**src/rtl/ram32_pkg.sv**
```systemverilog
// Shared constants and helpers for the 32-bit byte-write BRAM and its clients.
package ram32_pkg;

  localparam int RAM_DATA_W = 32;
  localparam int RAM_BE_W   = 4;

  localparam logic [RAM_BE_W-1:0] STRB_READ = 4'b0000;

  // Byte address to 32-bit word address; callers truncate to their RAM depth.
  function automatic logic [31:0] byte_to_word_addr(input logic [31:0] byte_addr);
    return byte_addr >> 5'd2;
  endfunction

endpackage

```
**src/rtl/ram32_resp_fifo.sv**
```systemverilog
// Synchronous FIFO with arbitrary (non power-of-2) depth; head is the oldest entry.
module ram32_resp_fifo #(
  parameter  int DEPTH = 3,
  parameter  int WIDTH = 32,
  localparam int OCC_W = $clog2(DEPTH + 1)
) (
  input  logic             clk_i,
  input  logic             reset_i,
  input  logic             push_i,
  input  logic [WIDTH-1:0] din_i,
  input  logic             pop_i,
  output logic [OCC_W-1:0] occ_o,
  output logic [WIDTH-1:0] head_o
);

  localparam int PTR_W = (DEPTH > 1) ? $clog2(DEPTH) : 1;

  function automatic logic [PTR_W-1:0] next_ptr(input logic [PTR_W-1:0] p);
    return (p == PTR_W'(DEPTH - 1)) ? PTR_W'(0) : p + PTR_W'(1);
  endfunction

  logic [WIDTH-1:0] mem_q [DEPTH];
  logic [PTR_W-1:0] wr_ptr_q, wr_ptr_d, rd_ptr_q, rd_ptr_d;
  logic [OCC_W-1:0] occ_q, occ_d;
  logic             push_s, pop_s;

  // A pop on an empty FIFO is dropped; a push while full is dropped and flagged by the checker.
  assign pop_s  = pop_i & (occ_q != OCC_W'(0));
  assign push_s = push_i & (occ_q != OCC_W'(DEPTH));

  always_comb begin
    wr_ptr_d = push_s ? next_ptr(wr_ptr_q) : wr_ptr_q;
    rd_ptr_d = pop_s ? next_ptr(rd_ptr_q) : rd_ptr_q;
    if (push_s && !pop_s) begin
      occ_d = occ_q + OCC_W'(1);
    end else if (pop_s && !push_s) begin
      occ_d = occ_q - OCC_W'(1);
    end else begin
      occ_d = occ_q;
    end
  end

  always_ff @(posedge clk_i) begin
    if (reset_i) begin
      wr_ptr_q <= PTR_W'(0);
      rd_ptr_q <= PTR_W'(0);
      occ_q    <= OCC_W'(0);
    end else begin
      wr_ptr_q <= wr_ptr_d;
      rd_ptr_q <= rd_ptr_d;
      occ_q    <= occ_d;
    end
  end

  always_ff @(posedge clk_i) begin
    if (push_s) begin
      mem_q[wr_ptr_q] <= din_i;
    end
  end

  assign occ_o  = occ_q;
  assign head_o = mem_q[rd_ptr_q];

  ram32_resp_fifo_chk #(
    .DEPTH (DEPTH),
    .OCC_W (OCC_W)
  ) u_chk (
    .clk_i   (clk_i),
    .reset_i (reset_i),
    .push_i  (push_i),
    .occ_i   (occ_q)
  );

endmodule

```
**src/rtl/ram32_resp_fifo_chk.sv**
```systemverilog
// Protocol checks for ram32_resp_fifo, kept apart from the datapath.
module ram32_resp_fifo_chk #(
  parameter int DEPTH = 3,
  parameter int OCC_W = 2
) (
  input logic             clk_i,
  input logic             reset_i,
  input logic             push_i,
  input logic [OCC_W-1:0] occ_i
);

  a_no_overflow: assert property (@(posedge clk_i) disable iff (reset_i)
    !(push_i && (occ_i == OCC_W'(DEPTH))))
    else $error("ram32_resp_fifo: push while full");

endmodule

```
**src/rtl/ram32_req_ctrl.sv**
```systemverilog
// Request-side front end for the byte-write BRAM: maps requests onto RAM pins
// and buffers read data so the response consumer may stall.
module ram32_req_ctrl
  import ram32_pkg::*;
#(
  parameter int ADDR_WIDTH = 12,
  parameter int RESP_DEPTH = 3
) (
  input  logic                  clk,
  input  logic                  reset,
  input  logic                  req_valid,
  output logic                  req_ready,
  input  logic [ADDR_WIDTH-1:0] req_addr,
  input  logic [RAM_DATA_W-1:0] req_wdata,
  input  logic [RAM_BE_W-1:0]   req_wstrb,
  output logic                  resp_valid,
  input  logic                  resp_ready,
  output logic [RAM_DATA_W-1:0] resp_rdata,
  output logic [ADDR_WIDTH-3:0] ram_addr,
  output logic [RAM_DATA_W-1:0] ram_din,
  output logic [RAM_BE_W-1:0]   ram_bwe,
  output logic                  ram_ren,
  input  logic [RAM_DATA_W-1:0] ram_dout
);

  localparam int OCC_W = $clog2(RESP_DEPTH + 1);

  logic             inflight_q, inflight_d;
  logic             fire_s;
  logic [OCC_W-1:0] occ_s;
  logic [OCC_W:0]   pending_s;

  // Reserve a buffer slot for every read not yet popped, including the one on the RAM bus.
  assign pending_s = {1'b0, occ_s} + {{OCC_W{1'b0}}, inflight_q};
  assign req_ready = ~reset & (pending_s < (OCC_W + 1)'(RESP_DEPTH));
  assign fire_s    = req_valid & req_ready;

  assign ram_addr  = (ADDR_WIDTH - 2)'(byte_to_word_addr(32'(req_addr)));
  assign ram_din   = req_wdata;

  always_comb begin
    if (fire_s) begin
      ram_bwe = req_wstrb;
      ram_ren = (req_wstrb == STRB_READ);
    end else begin
      ram_bwe = STRB_READ;
      ram_ren = 1'b0;
    end
    inflight_d = ram_ren;
  end

  always_ff @(posedge clk) begin
    if (reset) begin
      inflight_q <= 1'b0;
    end else begin
      inflight_q <= inflight_d;
    end
  end

  ram32_resp_fifo #(
    .DEPTH (RESP_DEPTH),
    .WIDTH (RAM_DATA_W)
  ) u_resp_fifo (
    .clk_i   (clk),
    .reset_i (reset),
    .push_i  (inflight_q),
    .din_i   (ram_dout),
    .pop_i   (resp_ready),
    .occ_o   (occ_s),
    .head_o  (resp_rdata)
  );

  assign resp_valid = (occ_s != OCC_W'(0));

endmodule

```
**config.mk**
```make
export PLATFORM = sky130hd
export DESIGN_NAME = ram32_req_ctrl
export DESIGN_NICKNAME = d
export VERILOG_FILES = /design/src/rtl/ram32_pkg.sv /design/src/rtl/ram32_resp_fifo.sv /design/src/rtl/ram32_resp_fifo_chk.sv /design/src/rtl/ram32_req_ctrl.sv
export SDC_FILE = /design/constraint.sdc
export NUM_CORES = 1
export LEC_CHECK = 0
export ABC_AREA = 1
export CAP_MARGIN = 30
export CORE_MARGIN = 1
export CORE_UTILIZATION = 40
export CTS_CLUSTER_SIZE = 28
export DETAILED_ROUTE_END_ITERATION = 12
export GPL_TIMING_DRIVEN = 0
export PLACE_DENSITY = 0.79
export RECOVER_POWER = 25
export SLEW_MARGIN = 10
export SYNTH_ARGS = -nofsm -noshare
export SYNTH_HDL_FRONTEND = slang
export SYNTH_SLANG_ARGS = --single-unit
```
**constraint.sdc**
```tcl
create_clock -name clk -period 3.3 [get_ports clk]
set_input_delay 0.99 -clock clk [delete_from_list [all_inputs] [get_ports clk]]
set_output_delay 0.99 -clock clk [all_outputs]
set_load 0.02 [all_outputs]
```
==> flow_summary.yaml <==
outcome:
  status: "complete, no violations"
worst_hold_path:
  holdPathStages: 2
  hold_end: "u_resp_fifo.wr_ptr_q[1]$_SDFFE_PP0P_"
  min-delay-path-class: "reg -> reg"
  hp-start: "u_resp_fifo.wr_ptr_q[1]$_SDFFE_PP0P_"
setup_path:
  r2r-end: "u_resp_fifo.mem_q[2][5]$_DFFE_PP_"
  r2r_start: "u_resp_fifo.occ_o[1]$_SDFFE_PP0P_"
  critPathArrivalTime_ps: 2090
  cp_max_fo: 6
  r2r_cells: 5
  crit_type: "in -> out"
  cp-start-kind: "input port"
  rrSetupSlack_ps: 1470
  worstSetupEndpointType: "output pin"
  required_ps: 2310
timing:
  post-route-period-util: 0.933
  hold-worst-slack_ps: 483
  finalMaxSlewViolations: 0
  finalSetupViolCount: 0
  fin_crit_ps: 3080
  rsz0062_at_grt: "false"
  slew_headroom: 0.490
  worst_pin_slew_ps: 763
  max_freq_ghz: 0.325
  finalClockSkew_ps: 6.41
  finalHoldViolCount: 0
job:
  cap_violations: 0
power_and_ir_drop:
  swShare: 0.259
  internal_power_mw: 2.10
  powerDensity_nw_per_um2: 478
  p_leak_nw: 2.24
  vdd_ir_drop_max_v: 0.000195
  clkPwrFrac: 0.245
  finalPower_mw: 2.83
  comb_power_share: 0.235
  p_switching_mw: 0.731
  p_seq_frac: 0.520
logic_synthesis:
  synth_area_um2: 4360
  synth_top_area_cell: "edfxtp_1"
  ys_ff_latch: 105
  yosysSeqAreaShare: 0.703
  yosys.area.top_type_share: 0.661
  syn_nets: 438
  ys_warn_count: 0
  synthCells: 351
  synth_area_leaders: "edfxtp_1 (66%), buf_4 (8.1%), a21oi_1 (7.7%)"
  syn-mean-instance-area_um2: 12.4
  ys_types: 20
clocking:
  clk_path_buf_depth: 2
  tritoncts: "done"
  cts.reportedPaths.clkPinSlew_ps: 80
  root_buffer: "clkbuf_8"
  clk_latency_ps: 350
  htree_levels: 3
  cts_made_buffers: 9
  cts.sinks: 105
  ctsHoldBuffers: 0
floorplan:
  die_area_um2: 11300
  coreArea_um2: 10500
  num_rows: 37
  die-width_um: 106
  ios: 165
  start_util: 0.417
  die_h_um: 106
cells_and_area:
  nFillCells: 837
  antenna_cells: 0
  mostFrequentLayoutCell: "edfxtp_1"
  syn2layout_area_growth_pct: 35.8
  layout-drive-gt1-share: 0.169
  nNetsFinal: 573
  final_cell_mix: "edfxtp_1 (96), clkdlybuf4s50_1 (89), a21oi_1 (67), buf_4 (48), nand2_1 (46)"
global_routing:
  first_global_vias: 3055
  grt_max_degree: 33
  grt_usage: 0.168
  antenna_found_initial: 0
  grt-ovfl-total: 0
  grt_pass1_wl_mm: 14.3
placement:
  place.gp.congestion: 0.691
  place_hpwl_mm: 6.56
  io_buffers: 120
detailed_routing:
  drc: 0
  drt_wl_total_mm: 9.37
  vias_per_cell: 4.88
  dr.pass1.iters: 4
  postRouteAntennaNets: 0
  vias: 3057
  detail_route.iter0.violations: 110
  routedWlPerCell_um: 14.9
## critical path, stage by stage
cell	delay [ps]
clkdlybuf4s50_1	450
inv_1	150
nand2_1	70
inv_1	70
nand2_2	80
nor2_1	100
clkbuf_2	170
## sequential cells by signal (all words and copies together), names as in the netlist, named ones only
| name | cells |
|---|---|
| u_resp_fifo.occ_o | 2 |
| u_resp_fifo.rd_ptr_q | 2 |
| u_resp_fifo.mem_q | 96 |
| u_resp_fifo.wr_ptr_q | 2 |
| inflight_q | 1 |
## power groups by stage
| stage | Clock (mW) | Sequential, mW | Combinational (mW) |
|---|---|---|---|
| after global routing | 0.759 | 1.47 | 0.712 |
| after CTS | 0.709 | 1.47 | 0.677 |
| after global placement | 0 | 1.50 | 0.664 |
| after floorplan | 0 | 1.50 | 0.363 |
| after detailed placement | 0 | 1.50 | 0.677 |
| final | 0.693 | 1.47 | 0.664 |
## how the worst max path moves through the flow
stage | cells past startpoint | to | startpoint
2_1_floorplan | 3 | u_resp_fifo.mem_q[2][0]$_DFFE_PP_ | u_resp_fifo.occ_o[0]$_SDFFE_PP0P_
3_3_place_gp | 3 | u_resp_fifo.mem_q[2][2]$_DFFE_PP_ | u_resp_fifo.occ_o[0]$_SDFFE_PP0P_
3_5_place_dp | 7 | ram_bwe[0] | reset
4_1_cts | 7 | ram_bwe[0] | reset
5_1_grt | 7 | ram_bwe[3] | reset
6_report | 7 | ram_bwe[1] | reset
## repair_timing
item | 4_1_cts | 5_1_grt
endpoints found under the setup margin | 6 | 5
resized for setup | 6 | 10
setup buffers | 0 | 0
## metal layers
metal,track usage,vias to the layer above,share of wire
li1,-,1440,-
met1,0.177,1453,0.37
met2,0.321,145,0.54
met3,0.0307,19,0.063
met4,0.0784,0,0.025
met5,0,-,0
## kinds of logic after synthesis
| family | share of synthesized area |
|---|---|
| flip-flops | 0.703 |
| AND/OR/NAND/NOR | 0.0861 |
| buffers and inverters | 0.119 |
| AO/OA/AOI/OAI | 0.0835 |
| adder cells (fa/ha/maj) | 0.00861 |
## final cells by class
type                    count  area [um^2]  area share
inverters                  20         82.6      0.0140
clock buffers              16          170      0.0287
plain buffers              56          435      0.0736
multi-input cells         170          782       0.132
repair buffers            124         1220       0.205
flip-flops and latches    105         3060       0.517
well taps                 136          170      0.0287
## metrics by stage
stage / instance area [um^2] / setup slack, ps / util / cells / TNS (ps)
3_5_place_dp: 5780 / -222 / 0.552 / 611 / -1120
3_3_place_gp: 5730 / -1420 / 0.548 / 607 / -46510
6_report: 5920 / 221 / 0.566 / 627 / 0
5_1_grt: 5920 / 83.0 / 0.566 / 627 / 0
2_1_floorplan: 4360 / 115 / - / 351 / 0
4_1_cts: 5940 / 43.7 / 0.568 / 627 / 0
## synth_stat cells
library cell  number
dfxtp_1            9
a21oi_2            1
o21a_1             1
nand4_1            4
nor3_1             1
inv_4              1
buf_2              3
nor2_1            43
a21oi_1           67
nand2_1           46
inv_1             18
o211ai_1           1
edfxtp_1          96
nand3_1            1
o21ai_0            1
clkinv_4           1
nand2_2            1
ha_1               3
buf_4             47
buf_6              6
No activity file was read; power rests on OpenSTA's default activity.
